<file path="src/rtl/disc_writer_pkg.sv">
// Shared definitions for the floppy write-timing engine: state encoding,
// byte-format constants and the interval decode helper.
package disc_writer_pkg;

    typedef enum logic [2:0] {
        IDLE,
        WAITIDX,
        START,
        COUNT,
        DONE
    } state_t;

    localparam logic [7:0] END_OF_TRACK = 8'h00;
    localparam int         PULSE_BIT    = 7;
    localparam int         COUNT_WIDTH  = 7;

    // A pulse-bearing byte with a zero length still needs one tick to fire.
    function automatic logic [COUNT_WIDTH-1:0] interval_length(input logic [7:0] code);
        logic [COUNT_WIDTH-1:0] n;
        n = code[COUNT_WIDTH-1:0];
        if (n == '0 && code[PULSE_BIT]) begin
            n = COUNT_WIDTH'(1);
        end
        return n;
    endfunction

endpackage

</file>
<file path="src/rtl/disc_writer_if.sv">
// Show-ahead FIFO read port consumed by the write-timing engine.
interface disc_writer_if;

    logic [7:0] data;
    logic       empty;
    logic       read;

    modport master (input data, input empty, output read);
    modport slave  (output data, output empty, input read);

endinterface

</file>
<file path="src/rtl/disc_writer_pulsegen.sv">
// Retriggerable one-shot that stretches a single-cycle trigger into a
// PULSE_WIDTH-clock write-data pulse.
module disc_writer_pulsegen #(
    parameter int PULSE_WIDTH = 4
) (
    input  logic clk,
    input  logic rst_n,
    input  logic trigger,
    output logic pulse
);

    localparam int CW = $clog2(PULSE_WIDTH + 1);

    logic [CW-1:0] remaining;

    // Retriggering reloads the full width, so back-to-back pulses merge cleanly.
    always_ff @(posedge clk or negedge rst_n) begin
        if (!rst_n) begin
            remaining <= '0;
        end else if (trigger) begin
            remaining <= CW'(PULSE_WIDTH);
        end else if (remaining != '0) begin
            remaining <= remaining - CW'(1);
        end
    end

    assign pulse = (remaining != '0);

endmodule

</file>
<file path="src/rtl/disc_writer.sv">
// Floppy write-timing engine: turns a stream of interval bytes from a FIFO
// into write-data pulses under a write gate, optionally index-aligned.
module disc_writer
    import disc_writer_pkg::*;
#(
    parameter int PULSE_WIDTH = 4
) (
    input  logic                 clk,
    input  logic                 rst_n,
    input  logic                 clken,
    input  logic                 run,
    input  logic                 wait_index,
    input  logic                 fd_index_in,
    disc_writer_if.master        fifo,
    output logic                 fd_wrdata_out,
    output logic                 fd_wrgate_out,
    output logic                 busy,
    output logic                 done,
    output logic                 underrun
);

    state_t                 state, state_next;
    logic [COUNT_WIDTH-1:0] counter, counter_next;
    logic                   pulse_flag, pulse_flag_next;
    logic                   gate, gate_next;
    logic                   underrun_q, underrun_next;
    logic                   pop;
    logic                   fire;

    logic                   idx_meta, idx_sync, idx_prev;
    logic                   index_edge;

    // Index pulse is asynchronous: two-flop synchroniser then edge detect.
    always_ff @(posedge clk or negedge rst_n) begin
        if (!rst_n) begin
            idx_meta <= 1'b0;
            idx_sync <= 1'b0;
            idx_prev <= 1'b0;
        end else begin
            idx_meta <= fd_index_in;
            idx_sync <= idx_meta;
            idx_prev <= idx_sync;
        end
    end

    assign index_edge = idx_sync & ~idx_prev;

    always_ff @(posedge clk or negedge rst_n) begin
        if (!rst_n) begin
            state      <= IDLE;
            counter    <= '0;
            pulse_flag <= 1'b0;
            gate       <= 1'b0;
            underrun_q <= 1'b0;
        end else begin
            state      <= state_next;
            counter    <= counter_next;
            pulse_flag <= pulse_flag_next;
            gate       <= gate_next;
            underrun_q <= underrun_next;
        end
    end

    always_comb begin
        state_next      = state;
        counter_next    = counter;
        pulse_flag_next = pulse_flag;
        gate_next       = gate;
        underrun_next   = underrun_q;
        pop             = 1'b0;
        fire            = 1'b0;

        if (!run) begin
            if (state != IDLE) begin
                state_next = IDLE;
                gate_next  = 1'b0;
            end
        end else begin
            unique case (state)
                IDLE: begin
                    underrun_next = 1'b0;
                    state_next    = wait_index ? WAITIDX : START;
                end

                WAITIDX: begin
                    if (index_edge) begin
                        state_next = START;
                    end
                end

                START: begin
                    if (!fifo.empty) begin
                        pop = 1'b1;
                        if (fifo.data == END_OF_TRACK) begin
                            state_next = DONE;
                        end else begin
                            counter_next    = interval_length(fifo.data);
                            pulse_flag_next = fifo.data[PULSE_BIT];
                            gate_next       = 1'b1;
                            state_next      = COUNT;
                        end
                    end
                end

                // The next byte is loaded on the very edge that ends the
                // current interval so pulse spacing stays exact.
                COUNT: begin
                    if (clken) begin
                        if (counter == COUNT_WIDTH'(1)) begin
                            fire = pulse_flag;
                            if (!fifo.empty) begin
                                pop = 1'b1;
                                if (fifo.data == END_OF_TRACK) begin
                                    gate_next  = 1'b0;
                                    state_next = DONE;
                                end else begin
                                    counter_next    = interval_length(fifo.data);
                                    pulse_flag_next = fifo.data[PULSE_BIT];
                                end
                            end else begin
                                underrun_next = 1'b1;
                                gate_next     = 1'b0;
                                state_next    = DONE;
                            end
                        end else begin
                            counter_next = counter - COUNT_WIDTH'(1);
                        end
                    end
                end

                DONE: begin
                    state_next = DONE;
                end

                default: begin
                    state_next = IDLE;
                end
            endcase
        end
    end

    disc_writer_pulsegen #(
        .PULSE_WIDTH (PULSE_WIDTH)
    ) u_pulsegen (
        .clk     (clk),
        .rst_n   (rst_n),
        .trigger (fire),
        .pulse   (fd_wrdata_out)
    );

    // Gate and busy follow run combinationally so an abort takes effect at once.
    assign fifo.read     = pop;
    assign fd_wrgate_out = gate & run;
    assign busy          = run && (state == WAITIDX || state == START || state == COUNT);
    assign done          = (state == DONE);
    assign underrun      = underrun_q;

endmodule

</file>
<file path="src/flat_wrapper.sv">
// flat-port wrapper written by rule: the top's interface ports become plain ports
module disc_writer_flat import disc_writer_pkg::*;
#(
    parameter int PULSE_WIDTH = 4
)
  (clk, rst_n, clken, run, wait_index, fd_index_in, fd_wrdata_out, fd_wrgate_out, busy, done, underrun, fifo_data, fifo_empty, fifo_read);
  disc_writer_if fifo_i ();
  input  logic clk;
  input  logic rst_n;
  input  logic clken;
  input  logic run;
  input  logic wait_index;
  input  logic fd_index_in;
  output logic fd_wrdata_out;
  output logic fd_wrgate_out;
  output logic busy;
  output logic done;
  output logic underrun;
  input wire logic [$bits(fifo_i.data)-1:0] fifo_data;
  input wire logic [$bits(fifo_i.empty)-1:0] fifo_empty;
  output wire logic [$bits(fifo_i.read)-1:0] fifo_read;
  assign fifo_i.data = fifo_data;
  assign fifo_i.empty = fifo_empty;
  assign fifo_read = fifo_i.read;
  disc_writer #(.PULSE_WIDTH(PULSE_WIDTH)) u_core (.clk(clk), .rst_n(rst_n), .clken(clken), .run(run), .wait_index(wait_index), .fd_index_in(fd_index_in), .fifo(fifo_i), .fd_wrdata_out(fd_wrdata_out), .fd_wrgate_out(fd_wrgate_out), .busy(busy), .done(done), .underrun(underrun));
endmodule
</file>
<file path="config.mk">
export PLATFORM = sky130hd
export DESIGN_NAME = disc_writer_flat
export DESIGN_NICKNAME = d
export VERILOG_FILES = /design/src/rtl/disc_writer_pkg.sv /design/src/rtl/disc_writer_if.sv /design/src/rtl/disc_writer_pulsegen.sv /design/src/rtl/disc_writer.sv /design/src/flat_wrapper.sv
export SDC_FILE = /design/constraint.sdc
export NUM_CORES = 1
export LEC_CHECK = 0
export CORE_ASPECT_RATIO = 1.4
export CORE_MARGIN = 2
export CORE_UTILIZATION = 45
export CTS_CLUSTER_SIZE = 8
export DETAILED_ROUTE_END_ITERATION = 8
export PLACE_DENSITY = 0.8
export REMOVE_ABC_BUFFERS = 1
export SYNTH_ARGS = -nofsm -noshare
export SYNTH_HDL_FRONTEND = slang
export SYNTH_SLANG_ARGS = --single-unit
</file>
<file path="constraint.sdc">
create_clock -name clk -period 2.7 [get_ports clk]
set_clock_uncertainty 0.05 [all_clocks]
set_input_delay 0.54 -clock clk [delete_from_list [all_inputs] [get_ports clk]]
set_output_delay 0.54 -clock clk [all_outputs]
set_load 0.01 [all_outputs]
</file>
==> results by group <==
Status
  • Status: completed

Final layout
  • # nets final: 186
  • Finished Cell Area: 1550 um2
  • Fill count: 237
  • Most frequent cells in the layout: clkdlybuf4s50_1 (19), dfrtp_1 (19), o21ai_0 (17)
  • Antenna cell count: 0
  • Area grow syn2layout: 28.0%
  • Util after Layout: 0.599
  • Share of layout cells above drive strength 1: 0.145

Clocking
  • Worst-Skew Late Latency: 300 ps
  • Clock slew at reported path FFs: 100 ps
  • Clock Tree Buf Depth: 2
  • Setup fix buffers added after clock tree synthesis: 0
  • Clock sink count: 19
  • H-tree depth: 1
  • Clock root buffer master: clkbuf_4
  • CTS tree: done
  • Inserted Clock Buffers: 3
  • Hold_buf cts: 0

Yosys
  • Yosys warnings: 0
  • Post-Syn Area: 1210 um2
  • Syn avg cell area: 8.97 um2
  • Leading area contributor after synthesis: dfrtp_1
  • Distinct cell type count after synthesis: 43
  • Gate Count Post-Synth: 135
  • Async SR Flop Fraction: 1.00
  • Seq/Total Area, Yosys: 0.393
  • Ys flop type: dfrtp_1
  • Synth top area share: 0.393
  • Top cells by area, synth: dfrtp_1 (39%), o21ai_0 (7.0%), nor2_1 (4.3%)
  • Post-synth EDFFs: 0
  • Synthesized flop and latch total: 19

Global route
  • GR Overflow Total: 0
  • Pin count of the biggest net entering global routing: 20
  • Initial antenna violation count: 0
  • First-pass GRT wire length: 5510 um
  • Gr usage total: 0.246
  • Vias in the first global route: 1267

Routing
  • Vias per inst: 6.07
  • Average routed wire per standard cell: 16.3 um
  • Post-route DRC: 0
  • DRT Wirelength: 3290 um
  • Iter 0 DRT Violations: 72
  • Total number of vias: 1227
  • Antenna-violating nets left: 0
  • Drt pass-1 iters: 5

Power
  • Clock power share: 0.109
  • Static leakage: 0.653 nW
  • Seq pwr share: 0.398
  • Power Dens Cells: 860 nW/um2
  • Switching part of the total: 0.423
  • NetSw: 564 uW
  • Internal power: 769 uW
  • Peak VDD IR: 0.592 mV
  • Comb pwr share: 0.493
  • Total power: 1.33 mW

Critical path
  • Type of origin of the critical path: register
  • Critical path peak fanout: 4
  • Critical path class: register to output port
  • CP endpoint kind: output port
  • CP Data Required Time: 2110 ps
  • Critical path arrival: 1950 ps

Timing
  • Max-slew headroom: 0.646
  • Final TNS setup: 0 ps
  • Crit path time final: 2540 ps
  • Final setup vio count: 0
  • Worst Max-Slew Pin Slew: 527 ps
  • Max frequency: 0.393 GHz
  • Final worst path period share: 0.942
  • RSZ-0062 raised after global routing: no
  • Final Hold Vio Count: 0
  • Fin Hold WS: 307 ps
  • Fin. max-slew vios: 0

Die
  • Cell row count: 22
  • Die Wd: 47.8 um
  • Die area: 3130 um2
  • Starting Density: 0.468
  • Ports: 21
  • Die height: 65.4 um
  • CORE AREA: 2590 um2

Place
  • IO Port Bufs: 20
  • Hpwl dp: 2510 um
  • Gpl congestion: 0.930
  • Placed Area: 1520 um2

Flow run
  • Max cap viols: 0

Hold path
  • Worst hold path class: register to register
timing repair:
| action | 4_1_cts | 5_1_grt |
|---|---|---|
| hold endpoints to repair | 0 | 0 |
| endpoints found under the setup margin | 1 | 0 |
| resized for setup | 2 | 0 |
flip-flops by register name (all words and copies together) (netlist names):
| signal | cells |
|---|---|
| u_core.idx_sync | 1 |
| u_core.state | 3 |
| u_core.pulse_flag | 1 |
| u_core.idx_meta | 1 |
| u_core.idx_prev | 1 |
| u_core.counter | 7 |
| u_core.underrun | 1 |
| u_core.u_pulsegen.remaining | 3 |
| u_core.gate | 1 |
metal layers:
metal	global-route usage	wire, um	up-vias
met5	0	0	-
met4	0.149	149	0
met3	0.0549	219	20
met2	0.383	1680	73
met1	0.295	1240	571
li1	-	-	563
power groups by stage:
| stage | clock [mW] | combinational, mW | sequential [mW] |
|---|---|---|---|
| final | 0.146 | 0.656 | 0.531 |
| after CTS | 0.148 | 0.652 | 0.524 |
| after detailed placement | 0 | 0.645 | 0.529 |
| after global placement | 0 | 0.614 | 0.519 |
| after global routing | 0.162 | 0.738 | 0.547 |
| after floorplan | 0 | 0.434 | 0.492 |
worst paths after layout:
check,startpoint,endpoint,slack [ps],cells past startpoint
max in group asynchronous,rst_n,u_core.state[2]$_DFFE_PN0P_,1880,2
hold / removal,u_core.idx_meta$_DFF_PN0_,u_core.idx_sync$_DFF_PN0_,310,0
min in group asynchronous,rst_n,u_core.state[1]$_DFFE_PN0P_,510,2
setup / recovery,u_core.counter[1]$_DFFE_PN0P_,fifo_read,160,6
hold reg to reg,u_core.idx_meta$_DFF_PN0_,u_core.idx_sync$_DFF_PN0_,310,0
setup reg to reg,u_core.state[1]$_DFFE_PN0P_,u_core.counter[5]$_DFFE_PN0P_,590,5
layout make-up:
class	count	area (um2)	area share
clock buffers	4	26.3	0.0169
inverters	9	33.8	0.0218
multi-input cells	103	688	0.444
flip-flops and latches	19	475	0.307
well taps	36	45.0	0.0291
repair buffers	31	282	0.182
worst max-delay path, cell delays in order, from the launching register on:
cell and delay (ps):
dfrtp_1 390, inv_1 130, ha_1 180, nor2b_2 210
and3_1 230, o2111a_1 230, dlygate4sd2_1 280
cell families (layout without fill, tap and decap cells):
logic type               after synthesis  in the layout  synth area share
AO/OA/AOI/OAI                         46             46             0.270
XOR/XNOR                               1              1           0.00723
adder cells (fa/ha/maj)                4              4            0.0413
buffers and inverters                 13             44            0.0413
flip-flops                            19             19             0.393
multiplexers                           3              3            0.0300
AND/OR/NAND/NOR                       49             49             0.218
synth_stat cells, types with 2 or more instances:
cell type,number
ha_1,4
a21oi_1,5
nor3_1,4
nor2_1,14
inv_1,9
nand3_1,4
o31a_1,2
nand2b_1,3
nor2b_1,5
a211o_1,2
clkbuf_1,3
and3_1,3
nand2_1,7
o21ai_0,17
dfrtp_1,19
and2_1,2
or4_4,2
a31oi_1,2
a211oi_1,3
a22o_1,2
metrics by stage:
step,instances,worst slack (ps)
2_1_floorplan,131,529
3_3_place_gp,198,76.9
3_5_place_dp,198,31.5
4_1_cts,202,181
5_1_grt,202,29.0
6_report,202,158
(Power assumes the default switching activity.)
==> patch, RTL diff (config.mk and constraints unchanged) <==
`PULSE_WIDTH` is set to 4 in 3 places; all go to 8.
--- a/src/rtl/disc_writer_pulsegen.sv
+++ b/src/rtl/disc_writer_pulsegen.sv
@@ -2,5 +2,5 @@
 // PULSE_WIDTH-clock write-data pulse.
 module disc_writer_pulsegen #(
-    parameter int PULSE_WIDTH = 4
+    parameter int PULSE_WIDTH = 8
 ) (
     input  logic clk,
--- a/src/rtl/disc_writer.sv
+++ b/src/rtl/disc_writer.sv
@@ -4,5 +4,5 @@
     import disc_writer_pkg::*;
 #(
-    parameter int PULSE_WIDTH = 4
+    parameter int PULSE_WIDTH = 8
 ) (
     input  logic                 clk,
--- a/src/flat_wrapper.sv
+++ b/src/flat_wrapper.sv
@@ -2,5 +2,5 @@
 module disc_writer_flat import disc_writer_pkg::*;
 #(
-    parameter int PULSE_WIDTH = 4
+    parameter int PULSE_WIDTH = 8
 )
   (clk, rst_n, clken, run, wait_index, fd_index_in, fd_wrdata_out, fd_wrgate_out, busy, done, underrun, fifo_data, fifo_empty, fifo_read);
Function: changed (Yosys sat finds a counterexample within 10 cycles, from zero or initial values and one cycle with rst_n low).
==> patch against the unedited design <==
Die area grew 7.7%. First-iteration DRC count down 58%. Global-route usage is 3.3 points lower. Routed wire length up 0.49%. Sequential cell count increased by 1. Design area grew 9.5%. Setup slack improved by 0.080 ns. Area after synthesis rose by 8.3%. Combinational power increased by 17%. Total power grew 24%. Non-clock buffer count is the same. Sequential share of layout area fell by 1.2 points. Utilization increased by 0.29 points.
==> patch: results (changes against the unedited design) <==
Drt
  • DR vias/cell: 5.84 (-3.8%)
  • Initial DRC count: 30 (-58%)
  • WL/cell: 15.2 um (-6.5%)
  • TritonRoute pass-1 iters: 4 (-1)

Placed design
  • Hpwl dp: 2560 um (+2.1%)
  • Final Wtd Congestion: 0.938 (+0.84%)

Status
  • Status: complete, no violations

Final layout
  • Top flop regs: u_core.counter: 7 flops, u_core.u_pulsegen.remaining: 4 flops, u_core.state: 3 flops
  • Layout cells sized above 1: 0.144 (about the same)
  • FILL cells: 259 (+9.3%)
  • Final net count: 200 (+7.5%)
  • Fin cells: 217 (+7.4%)

Clocking
  • Root buffer cell: clkbuf_8
  • Clock slew seen by the registers of the worst setup and hold paths: 0.08 ns (-0.02 ns)
  • Skew-Pair Late Insertion Delay: 0.27 ns (-0.03 ns)

STA
  • Slew HR: 0.671 (+0.0242)

Critical path
  • CP peak stage delay: 0.54 ns (+0.15 ns)
  • Reg2Reg Setup Slack: 0.74 ns (+0.15 ns)
  • Reg2reg start: u_core.counter[1]
  • Critical Path AT: 1.87 ns (-0.08 ns)
  • Worst setup startpoint: run
  • Critical Path Sink: busy
  • Worst Path Max Fanout: 3 (-1)
  • Worst r2r path cells: 6 (+1)
  • Crit-path slowest cell: clkdlybuf4s50_1

Power
  • VDD IR-drop max: 0.511 mV (-14%)
  • Net Sw Power: 0.658 mW (+17%)
  • Leak: 0.751 nW (+15%)

Logic synthesis
  • Synth top cells by count: dfrtp_1 (20), nor2_1 (16), a21oi_1 (14)
  • Synthesized-area fraction occupied by adder cells: 0.0382 (-0.00315)
  • XOR/XNOR share of the synthesized area: 0.0134 (+0.00613)
  • Multiplexer share of the synthesized area: 0.0162 (-0.0137)
  • Seq/Total Area, Yosys: 0.382 (-0.0109)
  • Post-synthesis compound-gate area fraction: 0.206 (-0.0635)
  • Yosys cell types: 50 (+16%)

Global route
  • Number of global-route vias before repair: 1287 (+1.6%)
  • Total track usage: 0.213 (-0.0329)
  • Largest net degree at the start of global routing: 21 (+5.0%)
  • First-pass GRT wire length: 5530 um (+0.24%)
[patch: cell count changes after synthesis, moves of 3 or more]
| cell | unedited run | this run |
|---|---|---|
| nand2_1 | 7 | 10 |
| nand3_1 | 4 | 7 |
| and2_1 | 2 | 5 |
| o21ai_0 | 17 | 5 |
| nor2b_1 | 5 | 1 |
| a21oi_1 | 5 | 14 |
[patch: worst max-delay path, delay by kind of cell]
family / cells / cell delay, ns
buf+inv: 3 / 1.17
simple gates: 2 / 0.17
[patch: logic make-up after synthesis]
kind of cell / count (synthesis)
compound gates: 41
xor+xnor: 2
fa+ha+maj: 4
buf+inv: 12
flops: 20
mux: 2
simple gates: 67
[patch: area by class of cell]
class                           count  area share
Clock buffer                        3      0.0243
Timing Repair Buffer               31       0.168
Multi-Input combinational cell    116       0.448
Inverter                            9      0.0199
Sequential cell                    20       0.295
Clock inverter                      1      0.0177
Tap cell                           37      0.0273
[patch: repair_timing]
action,in CTS,in global routing
pin swaps,0,0
setup endpoints to repair,1,1
buffers inserted,1,0
resized for setup,1,2
[patch: worst min path at each step]
| stage | start | to | slack [ns] | cells after the start |
|---|---|---|---|---|
| floorplan | rst_n | u_core.counter[0] | 0.19 | 0 |
| global placement | u_core.idx_meta | u_core.idx_sync | 0.29 | 0 |
| detailed placement | u_core.idx_meta | u_core.idx_sync | 0.29 | 0 |
| CTS | u_core.idx_meta | u_core.idx_sync | 0.31 | 0 |
| global route | u_core.idx_meta | u_core.idx_sync | 0.32 | 0 |
| finish | u_core.idx_meta | u_core.idx_sync | 0.31 | 0 |
[patch: through the flow]
stage          worst slack (ns)  area [um^2]  total power [mW]  hold WS (ns)
3_3_place_gp            -0.0777         1610              1.29         0.292
5_1_grt                   0.178         1700              1.77         0.316
2_1_floorplan             0.842         1290              1.06         0.194
6_report                  0.238         1700              1.65         0.311
4_1_cts                 0.00280         1700              1.65         0.312
3_5_place_dp             -0.129         1610              1.33         0.287
[patch: power groups by stage]
stage / sequential [mW] / combinational, mW / clock (mW)
floorplan: 0.558 / 0.504 / 0
global placement: 0.566 / 0.721 / 0
detailed placement: 0.576 / 0.755 / 0
CTS: 0.570 / 0.767 / 0.312
global route: 0.591 / 0.853 / 0.328
finish: 0.573 / 0.765 / 0.308
[patch: metal layers]
layer | vias up | track usage | routed length, um
met5 | - | 0 | 0
met4 | 0 | 0.146 | 142
met3 | 18 | 0.0284 | 119
met2 | 42 | 0.392 | 1780
met1 | 601 | 0.228 | 1270
li1 | 607 | - | -
